[config.mk]
export PLATFORM = sky130hd
export DESIGN_NAME = op_dispatch_sif
export DESIGN_NICKNAME = d
export VERILOG_FILES = /design/src/rtl/op_dispatch_sif.sv
export SDC_FILE = /design/constraint.sdc
export NUM_CORES = 1
export LEC_CHECK = 0
export ABC_AREA = 1
export BUFFER_PORTS_ARGS = -buffer_cell sky130_fd_sc_hd__buf_2
export CAP_MARGIN = 20
export CORE_ASPECT_RATIO = 2
export CORE_MARGIN = 2
export CORE_UTILIZATION = 50
export CTS_CLUSTER_DIAMETER = 100
export DETAILED_ROUTE_END_ITERATION = 8
export PLACE_DENSITY = 0.75
export SLEW_MARGIN = 10
export SYNTH_ARGS = -nofsm -noshare
export SYNTH_HDL_FRONTEND = slang
export SYNTH_SLANG_ARGS = --single-unit
[constraint.sdc]
create_clock -name clk -period 4.1 [get_ports clk]
set_input_delay 1.025 -clock clk [delete_from_list [all_inputs] [get_ports clk]]
set_output_delay 1.025 -clock clk [all_outputs]
set_load 0.005 [all_outputs]
[src/rtl/op_dispatch_sif.sv]
// op_dispatch_sif: buffers packed register ops in a small FIFO and dispatches
// them in strict order onto a shared register bus with a per-instance select,
// honouring per-instance busy backpressure and rejecting out-of-range targets.
module op_dispatch_sif #(
  parameter int NUM_SW_INST = 5,
  parameter int ADDR_WIDTH  = 5,
  parameter int W_WIDTH     = 8,
  parameter int ID_WIDTH    = 8,
  parameter int OP_WIDTH    = 32,
  parameter int DEPTH       = 4,
  localparam int IDX_WIDTH  = $clog2(NUM_SW_INST),
  localparam int CNT_W      = $clog2(DEPTH + 1)
) (
  input  logic                   clk,
  input  logic                   rst,
  input  logic [OP_WIDTH-1:0]    op_in,
  input  logic [IDX_WIDTH-1:0]   fifo_idx,
  input  logic                   bcast_in,
  input  logic                   valid_in,
  output logic                   ready_in,
  input  logic [NUM_SW_INST-1:0] sw_busy,
  output logic [ADDR_WIDTH-1:0]  addr,
  output logic [W_WIDTH-1:0]     wr_data,
  output logic                   wr_rd_s,
  output logic [NUM_SW_INST-1:0] sel_en,
  output logic [ID_WIDTH-1:0]    op_id_out,
  output logic                   err_idx,
  output logic [7:0]             drop_cnt,
  output logic [CNT_W-1:0]       pending
);

  localparam int PTR_W     = $clog2(DEPTH);
  localparam int OP_USED_W = ADDR_WIDTH + 1 + W_WIDTH + ID_WIDTH;

  // Parameter sanity: refuse to elaborate with an inconsistent configuration.
  if (OP_WIDTH < OP_USED_W) begin : g_bad_op_width
    $error("op_dispatch_sif: OP_WIDTH too small for the packed op fields");
  end
  if (NUM_SW_INST < 2) begin : g_bad_num_inst
    $error("op_dispatch_sif: NUM_SW_INST must be at least 2");
  end
  if (DEPTH < 2 || (DEPTH & (DEPTH - 1)) != 0) begin : g_bad_depth
    $error("op_dispatch_sif: DEPTH must be a power of two and at least 2");
  end

  // Upper op bits carry no meaning; fold them away explicitly.
  if (OP_WIDTH > OP_USED_W) begin : g_unused_bits
    logic unused_op_bits;
    assign unused_op_bits = ^op_in[OP_WIDTH-1:OP_USED_W];
  end

  typedef struct packed {
    logic [ADDR_WIDTH-1:0] addr;
    logic                  wr;
    logic [W_WIDTH-1:0]    data;
    logic [ID_WIDTH-1:0]   id;
    logic                  bcast;
    logic [IDX_WIDTH-1:0]  idx;
  } entry_t;

  entry_t                   mem_q [DEPTH];
  entry_t                   mem_d [DEPTH];
  logic [PTR_W-1:0]         wr_ptr_q, wr_ptr_d;
  logic [PTR_W-1:0]         rd_ptr_q, rd_ptr_d;
  logic [CNT_W-1:0]         count_q, count_d;
  logic [NUM_SW_INST-1:0]   sel_en_q, sel_en_d;
  logic [ADDR_WIDTH-1:0]    addr_q, addr_d;
  logic [W_WIDTH-1:0]       wr_data_q, wr_data_d;
  logic                     wr_rd_s_q, wr_rd_s_d;
  logic [ID_WIDTH-1:0]      op_id_q, op_id_d;
  logic                     err_idx_q, err_idx_d;
  logic [7:0]               drop_cnt_q, drop_cnt_d;

  entry_t                   in_ent;
  entry_t                   head;
  logic                     accept;
  logic                     bad_idx;
  logic                     push;
  logic                     pop;
  logic                     head_free;

  // Ready depends only on registered occupancy, never on a same-cycle pop.
  assign ready_in = (count_q != CNT_W'(DEPTH));

  // Accept path: decode the incoming op and classify it as queued or rejected.
  always_comb begin
    in_ent.id    = op_in[ID_WIDTH-1:0];
    in_ent.data  = op_in[ID_WIDTH +: W_WIDTH];
    in_ent.wr    = op_in[ID_WIDTH + W_WIDTH];
    in_ent.addr  = op_in[ID_WIDTH + W_WIDTH + 1 +: ADDR_WIDTH];
    in_ent.bcast = bcast_in;
    in_ent.idx   = fifo_idx;
    accept       = valid_in && ready_in;
    bad_idx      = accept && !bcast_in && (int'(fifo_idx) >= NUM_SW_INST);
    push         = accept && !bad_idx;
  end

  // Dispatch decision: the head may leave only when its target(s) are idle.
  always_comb begin
    head      = mem_q[rd_ptr_q];
    head_free = 1'b0;
    if (count_q != '0) begin
      if (head.bcast) head_free = (sw_busy == '0);
      else            head_free = !sw_busy[head.idx];
    end
    pop = head_free;
  end

  // Next-state for the queue storage, pointers, occupancy and drop tracking.
  always_comb begin
    mem_d    = mem_q;
    wr_ptr_d = wr_ptr_q;
    rd_ptr_d = rd_ptr_q;
    count_d  = count_q;
    if (push) begin
      mem_d[wr_ptr_q] = in_ent;
      wr_ptr_d        = wr_ptr_q + PTR_W'(1);
    end
    if (pop) rd_ptr_d = rd_ptr_q + PTR_W'(1);
    case ({push, pop})
      2'b10:   count_d = count_q + CNT_W'(1);
      2'b01:   count_d = count_q - CNT_W'(1);
      default: count_d = count_q;
    endcase
    err_idx_d  = bad_idx;
    drop_cnt_d = drop_cnt_q;
    if (bad_idx && drop_cnt_q != 8'hFF) drop_cnt_d = drop_cnt_q + 8'd1;
  end

  // Next-state for the registered bus outputs; the bus fields hold when idle.
  always_comb begin
    sel_en_d  = '0;
    op_id_d   = '0;
    addr_d    = addr_q;
    wr_data_d = wr_data_q;
    wr_rd_s_d = wr_rd_s_q;
    if (pop) begin
      sel_en_d  = head.bcast ? {NUM_SW_INST{1'b1}}
                             : (NUM_SW_INST'(1) << head.idx);
      op_id_d   = head.id;
      addr_d    = head.addr;
      wr_data_d = head.data;
      wr_rd_s_d = head.wr;
    end
  end

  // Control and output registers; reset discards every queued op.
  always_ff @(posedge clk or posedge rst) begin
    if (rst) begin
      wr_ptr_q   <= '0;
      rd_ptr_q   <= '0;
      count_q    <= '0;
      sel_en_q   <= '0;
      op_id_q    <= '0;
      addr_q     <= '0;
      wr_data_q  <= '0;
      wr_rd_s_q  <= 1'b0;
      err_idx_q  <= 1'b0;
      drop_cnt_q <= '0;
    end else begin
      wr_ptr_q   <= wr_ptr_d;
      rd_ptr_q   <= rd_ptr_d;
      count_q    <= count_d;
      sel_en_q   <= sel_en_d;
      op_id_q    <= op_id_d;
      addr_q     <= addr_d;
      wr_data_q  <= wr_data_d;
      wr_rd_s_q  <= wr_rd_s_d;
      err_idx_q  <= err_idx_d;
      drop_cnt_q <= drop_cnt_d;
    end
  end

  // Queue storage is data only; its content is meaningless until written.
  always_ff @(posedge clk) begin
    mem_q <= mem_d;
  end

  assign sel_en    = sel_en_q;
  assign op_id_out = op_id_q;
  assign addr      = addr_q;
  assign wr_data   = wr_data_q;
  assign wr_rd_s   = wr_rd_s_q;
  assign err_idx   = err_idx_q;
  assign drop_cnt  = drop_cnt_q;
  assign pending   = count_q;

endmodule

==> results of run 1 <==
## cell families after synthesis
family,after synthesis
simple gates,193
xor+xnor,10
fa+ha+maj,7
buf+inv,46
flops,147
compound gates,67
## flip-flops by register name, summed over array words and instances (netlist names)
register   cells
sel_en         5
wr_ptr_q       2
pending        3
op_id_out      8
mem_q        104
wr_rd_s        1
drop_cnt       8
err_idx        1
rd_ptr_q       2
addr           5
wr_data        8
## cell type report
cell class	count	area share, %
clock buffer	17	6.047
multi-input combinational	277	21.00
inverter	25	1.405
tap	145	2.579
clock inverter	15	2.934
timing repair buffer	82	6.331
sequential	147	59.70
## layer usage
metal  track usage, %  part of all wire, %
met4            9.605                  2.0
met1            19.42                   35
met5                0                    0
met3            5.302                  4.1
met2            38.96                   59
## final timing paths
path	from	depth (start not counted)	slack, ps	endpoint
max in group asynchronous	rst	2	2660	rd_ptr_q[0]
min reg2reg	addr[2]	2	470	addr[2]
max reg2reg	rd_ptr_q[0]	19	1030	pending[2]
min in group asynchronous	rst	2	820	rd_ptr_q[0]
max	rd_ptr_q[0]	19	1030	pending[2]
min	addr[2]	2	470	addr[2]
## per-stage QoR
stage	total power, mW	hold WS [ps]	setup WS, ps
finish	5.628	474.3	1030
global route	5.978	503.9	701.0
CTS	5.674	476.7	997.2
detailed placement	4.033	462.9	1015
global placement	3.912	457.2	1111
floorplan	3.529	465.0	1113
## critical path, cell delays in order, from the launching register on
cell	delay (ps)
sky130_fd_sc_hd__dfrtp_2	490
sky130_fd_sc_hd__inv_4	420
sky130_fd_sc_hd__nand2_2	130
sky130_fd_sc_hd__nand3_4	110
sky130_fd_sc_hd__nand2_4	80
sky130_fd_sc_hd__nand2_1	70
sky130_fd_sc_hd__nand2_1	60
sky130_fd_sc_hd__nand2_1	50
sky130_fd_sc_hd__nand2_1	50
sky130_fd_sc_hd__nand2_1	60
sky130_fd_sc_hd__nand2_2	60
sky130_fd_sc_hd__nand2_4	200
sky130_fd_sc_hd__nand2_4	60
sky130_fd_sc_hd__inv_1	80
sky130_fd_sc_hd__ha_1	130
sky130_fd_sc_hd__inv_1	70
sky130_fd_sc_hd__fa_1	380
sky130_fd_sc_hd__a21oi_1	160
sky130_fd_sc_hd__o21ai_0	120
sky130_fd_sc_hd__xor2_1	160
## power by group
group | total, mW | switching, mW | internal, mW
sequential | 2.11 | 0.152 | 1.96
clock | 1.63 | 0.608 | 1.02
combinational | 1.88 | 1.24 | 0.637
total | 5.63 | 2.00 | 3.62
## cells in the mapped netlist
master	instances
sky130_fd_sc_hd__o22ai_1	14
sky130_fd_sc_hd__nand3_1	32
sky130_fd_sc_hd__xor2_1	7
sky130_fd_sc_hd__nand4_1	1
sky130_fd_sc_hd__nand3_4	1
sky130_fd_sc_hd__dfrtp_1	43
sky130_fd_sc_hd__buf_6	4
sky130_fd_sc_hd__and2_4	1
sky130_fd_sc_hd__clkbuf_1	10
sky130_fd_sc_hd__a21oi_1	10
sky130_fd_sc_hd__nor2_1	41
sky130_fd_sc_hd__a32o_1	8
sky130_fd_sc_hd__nand2_1	86
sky130_fd_sc_hd__buf_4	1
sky130_fd_sc_hd__inv_1	23
sky130_fd_sc_hd__fa_1	1
sky130_fd_sc_hd__inv_4	2
sky130_fd_sc_hd__xnor2_1	3
sky130_fd_sc_hd__nor2_2	13
sky130_fd_sc_hd__nand2_4	3
sky130_fd_sc_hd__buf_2	5
sky130_fd_sc_hd__and3_1	1
sky130_fd_sc_hd__edfxtp_1	104
sky130_fd_sc_hd__nor3_1	2
sky130_fd_sc_hd__nand3_2	2
sky130_fd_sc_hd__buf_12	1
sky130_fd_sc_hd__a21oi_2	1
sky130_fd_sc_hd__ha_1	6
sky130_fd_sc_hd__o31ai_1	2
sky130_fd_sc_hd__nand2_2	10
sky130_fd_sc_hd__o21ai_0	32
==> summary by stage, run 1 <==
Synthesis
In this run, synthesis produced a sequential element count of 147. Summing the areas of all and, or, nand and nor instances in the mapped netlist gives 14.97% of the synthesized area. Counting every instance in the synthesized netlist gives 470. After synthesis, the cell types taking the most area are sky130_fd_sc_hd__edfxtp_1 (53%), sky130_fd_sc_hd__dfrtp_1 (18%), sky130_fd_sc_hd__nand2_1 (5.5%). Yosys printed 0 warnings. The number of different library cells in the post-synthesis netlist is 31. The synthesized design spends more area on one cell type than any other, namely sky130_fd_sc_hd__edfxtp_1. The sequential share of the synthesized area is 71.16%. The post-synthesis share of cell area spent on full adders, half adders and majority gates is 1.612%. The fraction of synthesized area in multiplexers is 0%. The mapped cell area is 5901 µm². The synthesized netlist devotes 6.807% of its cell area to compound gates.

By area, the combinational part of the netlist is dominated by simple AND/OR/NAND/NOR gates. After synthesis, the largest area contributor takes up 52.93% of total cell area. Summing the areas of all xor and xnor instances in the mapped netlist gives 1.484% of the synthesized area. A synthesized cell averages 12.55 µm².

Synthesis produced a netlist with a net count of 521.

Setup path
The worst setup path is captured at a flip-flop. The data required time of the worst path is 4390 ps. The critical path is of the reg -> reg type.

The critical path data arrival time is 3360 ps. In this run the worst path has a maximum fanout of 53. The worst setup path is launched from a flip-flop.

Clock network
The later-pin clock latency in the skew report is 420 ps. TritonCTS built the clock tree. The number of levels in the clock H-tree is 4.

The total of cells resized after clock tree synthesis is 0. The buffer depth of the longest clock path is 2. The clock transition at the registers of the reported paths is 60 ps.

For this design, the sink count on the clock tree is 147. Counting the buffers created by CTS gives 17. After clock tree synthesis, the flow added hold-fix buffers numbering 0.

The number of setup buffers added after CTS is 0. The clock root buffer is sky130_fd_sc_hd__clkbuf_16.

Placement
The number of placed cells counting well taps is 676. In this run the cell area measured after placement is 6404 µm². The wire-length estimate of the detail-placed layout is 7821 µm. The count of buffers from port buffering is 73. The congestion estimate from routability-driven global placement came to 0.8095.

Drt
For this block, the via count after detailed routing is 3822. The first-pass iteration count of the detailed router is 5. In this run, the number of DRC markers left after iteration 0 of detailed routing was 177. The routed wirelength normalized by instance count is 17.03 µm. The average via count per standard cell is 5.398. The DRC violation count after routing is 0. The routed design has 12060 µm of wire. The count of antenna-violating nets left after detailed routing is 0.

Timing
Setup repair after global routing left no endpoint under its margin. The clock period minus final worst setup slack is 3070 ps. The portion of the clock cycle consumed by the worst path in the final layout is 74.89%. The worst pin sits at a relative slew slack of 38.07%. At the pin with the least slew margin, the transition time is 927.6 ps.

Setup violations remaining at the end of the flow were counted as 0. The setup clock skew after layout is 7.153 ps. In the final timing run, aggregate negative setup slack is 0 ps. The timing-limited maximum frequency is 325.7 MHz. The final count of hold timing violations is 0.

The final count of pins violating max slew is 0.

Floorplan
The I/O pin count is 84. The die is 80.82 µm wide. The die outline area is 12740 µm². The number of placement rows is 56. The area of the core region is 11630 µm².

The vertical die dimension is 157.6 µm. Once the floorplan was initialized, standard cells occupied 50.73% of the core.

Final layout
For this run, the post-layout net count is 601. Leaving out fill and tap cells, the most frequent cell in the layout is sky130_fd_sc_hd__edfxtp_1. The utilization after layout is 60.49%. The number of fill cells is 943. The library cells used most frequently in the layout, excluding fill and tap cells, are sky130_fd_sc_hd__edfxtp_1 (104), sky130_fd_sc_hd__nand2_1 (86), sky130_fd_sc_hd__buf_2 (73). With fillers left out, the area of the finished cells amounts to 7036 µm².

The area of the multi-input gates is 1478 µm². 0 antenna diodes ended up in the layout. The sequential cell area is 4200 µm².

Cells with a size suffix above 1 make up 27.00% of the layout. Relative to the synthesized area, the layout overhead comes to 19.23%. The final cell count without fillers is 708.

Power and ir drop
IR analysis of the VDD net gives a maximum drop of 0.0006885 V. Summed over all cells, the static leakage comes to 2.935 nW. The power density of the placed cells is 799.9 nW/µm².

GRT
Global routing consumed, over all layers together, 20.42% of the routing resources. The number of antenna violations at the first check in global routing is 0. The total global routing overflow is 0.

The maximum number of pins on one net before global-route repair is 54. The number of global-route vias before repair came to 3998. The global-route wire length before repair is 18980 µm.

Worst hold path
The min-delay analysis places its worst path in the category reg -> reg.

Job
Max-cap violations in this run came to 0.

Run status
The flow ran to the end, and the final reports show no timing, DRC or antenna violations.
Note: power is estimated with default switching activity, not from simulation.
==> inputs of run 2 (changes only) <==
ABC_AREA = 0   (was 1)
clock period = 2.9 ns   (was 4.1 ns; I/O delays follow)
==> run 2 against run 1 <==
- utilization grew 2.3 points
- global-route usage is 2.4 points lower
- synthesized cell count is 40% lower
- clock skew fell by 1.9 ps
==> summary by stage, run 2 <==
Power and ir drop
The power density of the placed cells was 1036 nW/µm² (+30%). The standby leakage power is 2.689 nW (-8.4%). The portion of total power attributed to the clock network came to 28.7% (-0.3 points). The fraction of power consumed by sequential logic is 42.1% (+4.5 points). The internal power component was 5.130 mW (+42%).

The combinational share of power was 29.3% (-4.1 points). The switching share of power was 27.97% (-7.6 points). The switching power is 1.993 mW (-0.61%).

The highest ir drop seen on vdd is 0.0006129 V (-11%).

Timing
The clock period minus final worst setup slack is 2754 ps (-316.2 ps). The setup clock skew after layout was 5.261 ps (-1.892 ps). The worst hold slack after final layout is 343.7 ps (-130.6 ps). The final count of hold timing violations is 0 (unchanged). Setup repair after global routing left no endpoint under its margin. The timing-limited maximum frequency came to 363.1 MHz (+11%). The actual slew at the worst max-slew pin is 506.3 ps (-421.4 ps). The worst relative slew slack was 66.20% (+28 points). The final count of pins violating max slew is 0 (unchanged). The portion of the clock cycle consumed by the worst path in the final layout is 94.97% (+20 points). The setup violation total in the final timing report is 0 (unchanged).

Clock network
The later-pin clock latency in the skew report is 410 ps (about the same). The clock transition at the registers of the reported paths is 60 ps (about the same). TritonCTS built the clock tree. The CTS buffer count is 17 (unchanged).

The cts-stage hold buffer count came to 0 (unchanged). The buffer count from post-CTS setup fixing is 0 (unchanged). The buffer depth of the longest clock path is 2 (unchanged). The total number of clock tree sinks is 147 (unchanged). The total of cells resized after clock tree synthesis is 0 (unchanged).

The tree is rooted in a sky130_fd_sc_hd__clkbuf_16. The number of levels in the clock H-tree was 4 (unchanged).

Drt
The first-iteration detailed-routing DRC count is 143 (-19%). The detailed-route via count is 2916 (-24%). The DRC violation count after routing is 0 (unchanged).

The average via count per standard cell came to 5.380 (-0.34%). The total detailed-routing wirelength is 10080 µm (-16%). The count of antenna-violating nets left after detailed routing is 0 (unchanged).

The first-pass iteration count of the detailed router is 4 (-1). The routed wirelength normalized by instance count was 18.60 µm (+9.2%).

Synthesis
The biggest area contributor in the post-synthesis netlist is sky130_fd_sc_hd__edfxtp_1. The mean area per synthesized cell is 19.87 µm² (+58%). The number of synthesized flops with an enable pin was 104 (unchanged). The count of synthesis-stage warnings from yosys is 0 (unchanged). Ranked by instance count, the synthesized netlist is headed by sky130_fd_sc_hd__edfxtp_1 (104), sky130_fd_sc_hd__dfrtp_1 (43), sky130_fd_sc_hd__mux4_2 (26). The most used flip-flop cell after synthesis is sky130_fd_sc_hd__edfxtp_1. In the post-synthesis netlist, the cell with the most instances is sky130_fd_sc_hd__edfxtp_1.

The synthesized net count is 335 (-36%). The mapped cell area is 5644 µm² (-4.3%). The gate count after technology mapping came to 284 (-40%). The number of different library cells in the post-synthesis netlist came to 39 (+26%). The sequential share of the synthesized area came to 74.40% (+3.2 points). The async set-reset flop share out of synthesis is 29.25% (unchanged). Yosys attributes the largest share of cell area to sky130_fd_sc_hd__edfxtp_1 (55%), sky130_fd_sc_hd__dfrtp_1 (19%), sky130_fd_sc_hd__mux4_2 (10%).

The area share of the largest cell type after synthesis is 55.33% (+2.4 points). The number of flip-flops and latches in the synthesized netlist is 147 (unchanged).

Final layout
The utilization after layout is 62.80% (+2.3 points). The area growth from synthesis to layout is 21.79%. The total non-filler cell area in the finished layout is 6874 µm² (-2.3%). In the layout the commonest cells are sky130_fd_sc_hd__edfxtp_1 (104), sky130_fd_sc_hd__buf_2 (73), sky130_fd_sc_hd__dfrtp_1 (42).

The register with the most flip-flops in the final layout is mem_q. The commonest non-fill, non-tap cell in the layout is sky130_fd_sc_hd__edfxtp_1. The share of final-layout standard cells stronger than drive strength 1 is 41.65% (+15 points).

The number of flip-flops in the largest register came to 104 (unchanged). The number of nets at the end of the flow is 439 (-27%).

Floorplan
The area of the core region is 10950 µm² (-5.9%). The die width is 79.13 µm (-2.1%). The vertical die dimension is 154.3 µm (-2.1%). The die outline area is 12210 µm² (-4.2%).

The number of placement rows came to 54 (-3.6%). The initial standard-cell utilization of the core is 51.57% (+0.83 points). The I/O pin count came to 84 (unchanged).

GRT
The global-route total usage across every layer is 18.03% (-2.4 points). The maximum number of pins on one net before global-route repair is 28 (-48%). The number of global-route vias before repair came to 3203 (-20%). The total global routing overflow is 0 (unchanged).

The number of antenna violations at the first check in global routing is 1 (+1). The global-route wire length before repair is 15840 µm (-17%).

Setup path
The worst setup path is launched from a flip-flop. The worst setup path category is reg -> reg. The most numerous cell type found on the critical path is sky130_fd_sc_hd__xor2_1. The critical path endpoint category is a flip-flop. The critical path data arrival time is 3080 ps (-280 ps). Walking the worst path, the cells encountered are mux4_2, mux2i_1, o22ai_2, o31ai_4, ha_4, inv_1, fa_2, xor2_1, nor2_1, xor2_1. The data required time of the worst path came to 3230 ps (-1160 ps). The largest fanout on the critical path was 7 (-87%). The largest stage delay on the critical path was 630 ps (+140 ps). For this design, the slowest cell found on the critical path is sky130_fd_sc_hd__mux4_2.

Worst hold path
The type of the worst min-delay path is in -> async.

Placement
The total placed instance area is 6311 µm² (-1.4%). The count of buffers from port buffering was 73 (unchanged). The final estimated routing congestion in global placement is 0.7201 (-11%).

The detailed-placement wirelength estimate is 6682 µm (-15%).

Run status
The run finished with clean final reports.

Job
The max-cap violation count came to 0 (unchanged).
run 2: cell count changes after synthesis, sizes merged, moves of 15 or more:
| cell | before | now |
|---|---|---|
| mux2 | 0 | 15 |
| nand2 | 99 | 6 |
| o21ai | 32 | 1 |
| nor2 | 54 | 4 |
| inv | 25 | 9 |
| mux4 | 0 | 26 |
| nand3 | 35 | 0 |
run 2: power by group through the flow:
| stage | Combinational, mW | Clock, mW | Sequential (mW) |
|---|---|---|---|
| 2_1_floorplan | 1.48 | 0 | 2.98 |
| 3_3_place_gp | 2.04 | 0 | 3.01 |
| 3_5_place_dp | 2.11 | 0 | 3.03 |
| 4_1_cts | 2.13 | 2.08 | 3.00 |
| 5_1_grt | 2.28 | 2.16 | 3.04 |
| 6_report | 2.08 | 2.04 | 3.00 |
run 2: worst paths after layout:
| path | slack [ps] | depth (start not counted) | startpoint | end |
|---|---|---|---|---|
| setup / recovery | 150 | 10 | rd_ptr_q[0] | pending[2] |
| hold / removal | 340 | 2 | rst | addr[1] |
| setup reg to reg | 150 | 10 | rd_ptr_q[0] | pending[2] |
| hold reg to reg | 490 | 1 | wr_data[1] | wr_data[1] |
| max in group asynchronous | 1960 | 3 | rst | err_idx |
| min in group clk | 490 | 1 | wr_data[1] | wr_data[1] |
run 2: through the flow:
stage                     setup TNS (ps)  worst slack (ps)  instances  power (mW)
final                                  0             145.7        542       7.123
after global routing                   0             19.35        542       7.484
after CTS                              0             115.9        541       7.206
after detailed placement          -42.47            -42.47        509       5.146
after global placement           -0.6004           -0.6004        509       5.050
after floorplan                   -74.28            -74.28        284       4.465
run 2: cells by family (layout without fill, tap and decap cells):
kind of cell,after synthesis,after routing,synth area share [%]
muxes,44,44,13.90
and+or+nand+nor,43,43,4.589
other,0,1,0
buffers and inverters,18,135,1.485
adders and majority gates,7,7,1.685
xor gates and xnor gates,12,12,1.862
AOI/OAI and AO/OA,13,13,2.084
DFF,147,147,74.40
run 2: area by class of cell:
cell class / count / area (µm²)
sequential: 147 / 4200
fill: 822 / 4071
multi-input combinational: 119 / 1379
timing repair buffer: 94 / 523.0
clock buffer: 20 / 446.7
tap: 140 / 175.2
clock inverter: 12 / 113.9
inverter: 9 / 33.78
antenna: 1 / 2.502
run 2: per-layer routing:
metal | global-route usage (%) | vias to the layer above | share of wire, %
met1 | 18.45 | 1474 | 35
met4 | 11.41 | 0 | 4.0
met3 | 4.434 | 31 | 4.4
met2 | 31.96 | 98 | 57
li1 | - | 1313 | -
met5 | 0 | - | 0
run 2: critical path: cells and delay by family, from the launching register on:
kind	cells	cell delay, ps
muxes	2	850
buffers and inverters	1	40
xor gates and xnor gates	2	300
and+or+nand+nor	1	120
DFF	1	480
AOI/OAI and AO/OA	2	380
adders and majority gates	2	490
==> inputs of run 3 (changes only) <==
PLACE_DENSITY = 0.78   (was 0.75)
RECOVER_POWER = 25   (was unset)
==> run 3 against run 2 <==
- maximum frequency is 2.2% higher
- critical path depth unchanged
- wire length down 0.21%
- via count up 0.82%
- combinational power is 3% higher
- global-route usage increased by 0.49 points
- clock power rose by 4%
- first-iteration DRC count down 18%
- critical endpoint unchanged
- largest cell class unchanged
==> summary by stage, run 3 (synthesis gave the netlist of run 2 again) <==
GRT
The global-route wire length before repair came to 16410 µm (+3.6%). The global-route total usage across every layer is 18.52% (+0.49 points). The total global routing overflow is 0 (unchanged). The number of global-route vias before repair is 3227 (+0.75%). The maximum number of pins on one net before global-route repair is 31 (+11%).

The number of antenna violations at the first check in global routing came to 1 (unchanged).

Floorplan
The die outline area is 12210 µm² (unchanged). The die width was 79.13 µm (unchanged). The vertical die dimension is 154.3 µm (unchanged). The number of placement rows was 54 (unchanged). The I/O pin count came to 84 (unchanged). The area of the core region is 10950 µm² (unchanged). The initial standard-cell utilization of the core came to 51.57% (unchanged).

Clock network
The total of cells resized after clock tree synthesis is 0 (unchanged). The clock tree from TritonCTS is yes. The total number of clock tree sinks is 147 (unchanged). The buffer depth of the longest clock path was 2 (unchanged). The cts-stage hold buffer count is 0 (unchanged).

The clock transition at the registers of the reported paths is 60 ps (about the same). The buffer count from post-CTS setup fixing is 0 (unchanged). The later-pin clock latency in the skew report is 410 ps (about the same). The number of levels in the clock H-tree is 4 (unchanged). CTS placed an instance of sky130_fd_sc_hd__clkbuf_16 at the clock tree root. The CTS buffer count is 17 (unchanged).

Final layout
The share of final-layout standard cells stronger than drive strength 1 is 37.56% (-4.1 points). In the layout the commonest cells are sky130_fd_sc_hd__edfxtp_1 (104), sky130_fd_sc_hd__buf_2 (51), sky130_fd_sc_hd__dfrtp_1 (42). The number of nets at the end of the flow is 440 (+0.23%).

mem_q holds more flip-flops than any other register. The library cell used most frequently in the layout, excluding fill and tap cells, is sky130_fd_sc_hd__edfxtp_1. The area growth from synthesis to final layout is 22.17%. The number of flip-flops in the largest register is 104 (unchanged). The total non-filler cell area in the finished layout is 6895 µm² (+0.31%). The number of fill cells was 843 (+2.6%).

Timing
The actual slew at the worst max-slew pin is 664.0 ps (+157.7 ps). The portion of the clock cycle consumed by the worst path in the final layout is 92.97% (-2.0 points). The final count of hold timing violations is 0 (unchanged).

The clock period minus final worst setup slack is 2696 ps (-58.15 ps). The setup clock skew after layout is 6.646 ps (+1.385 ps). The worst relative slew slack was 55.67% (-11 points). The accumulated negative setup slack is 0 ps (unchanged).

The timing-limited maximum frequency is 370.9 MHz (+2.2%). The setup violation total in the final timing report was 0 (unchanged). Setup repair after global routing left no endpoint under its margin. The final count of pins violating max slew was 0 (unchanged). The worst hold slack after final layout was 403.3 ps (+59.62 ps). The final setup slack of the worst path is 203.9 ps (+58.15 ps).

Setup path
The critical path data arrival time came to 3030 ps (-50 ps). On the critical path, the stage with the largest delay is an instance of sky130_fd_sc_hd__mux4_2. The buffering stage count on the worst path with inverters included is 2 (+1). The worst setup path is launched from a flip-flop. The data required time of the worst path is 3240 ps (about the same).

The largest stage delay on the critical path is 570 ps (-60 ps). The largest fanout on the critical path came to 8 (+1). The cell family contributing the most delay on the critical path is multiplexers.

The worst setup path is captured at a flip-flop. The most frequent cell on the critical path is sky130_fd_sc_hd__xor2_1. The worst setup path category is reg -> reg. Traced cell by cell, the critical path runs through buf_12, mux4_2, or2_4, o31ai_4, ha_4, inv_1, fa_2, xor2_1, nor2_1, xor2_1.

Power and ir drop
The highest ir drop seen on vdd is 0.0008018 V (+31%). The fraction of power consumed by sequential logic is 41.1% (-1.0 points). The power density of the placed cells is 1051 nW/µm² (+1.5%). The switching power came to 2.127 mW (+6.7%). The internal power component is 5.123 mW (-0.15%). The portion of total power attributed to the clock network is 29.4% (+0.7 points). The combinational share of power came to 29.6% (+0.3 points). The standby leakage power is 2.648 nW (-1.5%). The final total power came to 7.249 mW (+1.8%).

The switching share of power came to 29.34% (+1.4 points).

Placement
The final estimated routing congestion in global placement came to 0.7578 (+5.2%). The total placed instance area is 6289 µm² (-0.36%). The post-place setup slack is -4.383 ps (+38.09 ps). The count of buffers from port buffering came to 73 (unchanged). The detailed-placement wirelength estimate is 6763 µm (+1.2%).

Drt
The first-pass iteration count of the detailed router is 4 (unchanged). The total detailed-routing wirelength is 10060 µm (-0.21%). The DRC violation count after routing is 0 (unchanged). The routed wirelength normalized by instance count was 18.53 µm (-0.39%). The first-iteration detailed-routing DRC count is 117 (-18%). The count of antenna-violating nets left after detailed routing is 0 (unchanged).

The detailed-route via count was 2940 (+0.82%). The average via count per standard cell was 5.414 (+0.64%).

Job
The max-cap violation count is 0 (unchanged).

Run status
The flow ran to the end, and the final reports show no timing, DRC or antenna violations.

Worst hold path
The type of the worst min-delay path is in -> async.
[run 3: worst register-to-register path: stages (launching register included)]
cell                      delay, ps
sky130_fd_sc_hd__dfrtp_2        400
sky130_fd_sc_hd__buf_12         120
sky130_fd_sc_hd__mux4_2         570
sky130_fd_sc_hd__or2_4          280
sky130_fd_sc_hd__o31ai_4        300
sky130_fd_sc_hd__ha_4           170
sky130_fd_sc_hd__inv_1           40
sky130_fd_sc_hd__fa_2           330
sky130_fd_sc_hd__xor2_1         140
sky130_fd_sc_hd__nor2_1         120
sky130_fd_sc_hd__xor2_1         140
[run 3: layout make-up]
| cell class | count | area, µm² | area share [%] |
|---|---|---|---|
| tap | 140 | 175.2 | 2.540 |
| clock inverter | 15 | 163.9 | 2.377 |
| clock buffer | 17 | 425.4 | 6.169 |
| sequential | 147 | 4200 | 60.91 |
| multi-input combinational | 119 | 1379 | 20.00 |
| timing repair buffer | 95 | 515.5 | 7.476 |
| inverter | 9 | 33.78 | 0.4899 |
| antenna | 1 | 2.502 | 0.03629 |
[run 3: power groups by stage]
stage / Clock [mW] / Sequential [mW] / Combinational, mW
floorplan: 0 / 2.98 / 1.48
global placement: 0 / 3.00 / 2.04
detailed placement: 0 / 3.03 / 2.11
CTS: 2.17 / 2.99 / 2.12
global route: 2.27 / 3.03 / 2.37
finish: 2.13 / 2.98 / 2.14
[run 3: metal layers]
| layer | vias up | share of wire (%) | global-route usage, % | routed length, µm |
|---|---|---|---|---|
| met1 | 1523 | 35 | 18.98 | 3563 |
| li1 | 1320 | - | - | - |
| met3 | 18 | 4.1 | 4.901 | 417 |
| met5 | - | 0 | 0 | 0 |
| met2 | 79 | 58 | 34.14 | 5825 |
| met4 | 0 | 2.5 | 8.539 | 254 |
[run 3: worst paths after layout]
path	startpoint	end	slack (ps)	cells past startpoint
hold / removal	rst	drop_cnt[0]	400	2
min in group clk	wr_rd_s	wr_rd_s	490	1
setup / recovery	rd_ptr_q[0]	pending[2]	200	10
setup reg to reg	rd_ptr_q[0]	pending[2]	200	10
max in group asynchronous	rst	wr_data[2]	1800	3
hold reg to reg	wr_rd_s	wr_rd_s	490	1
[run 3: through the flow]
stage               instances  utilization [%]
floorplan                 284                -
finish                    543            63.00
detailed placement        506            57.45
CTS                       538            62.84
global route              543            63.00
global placement          506            57.45
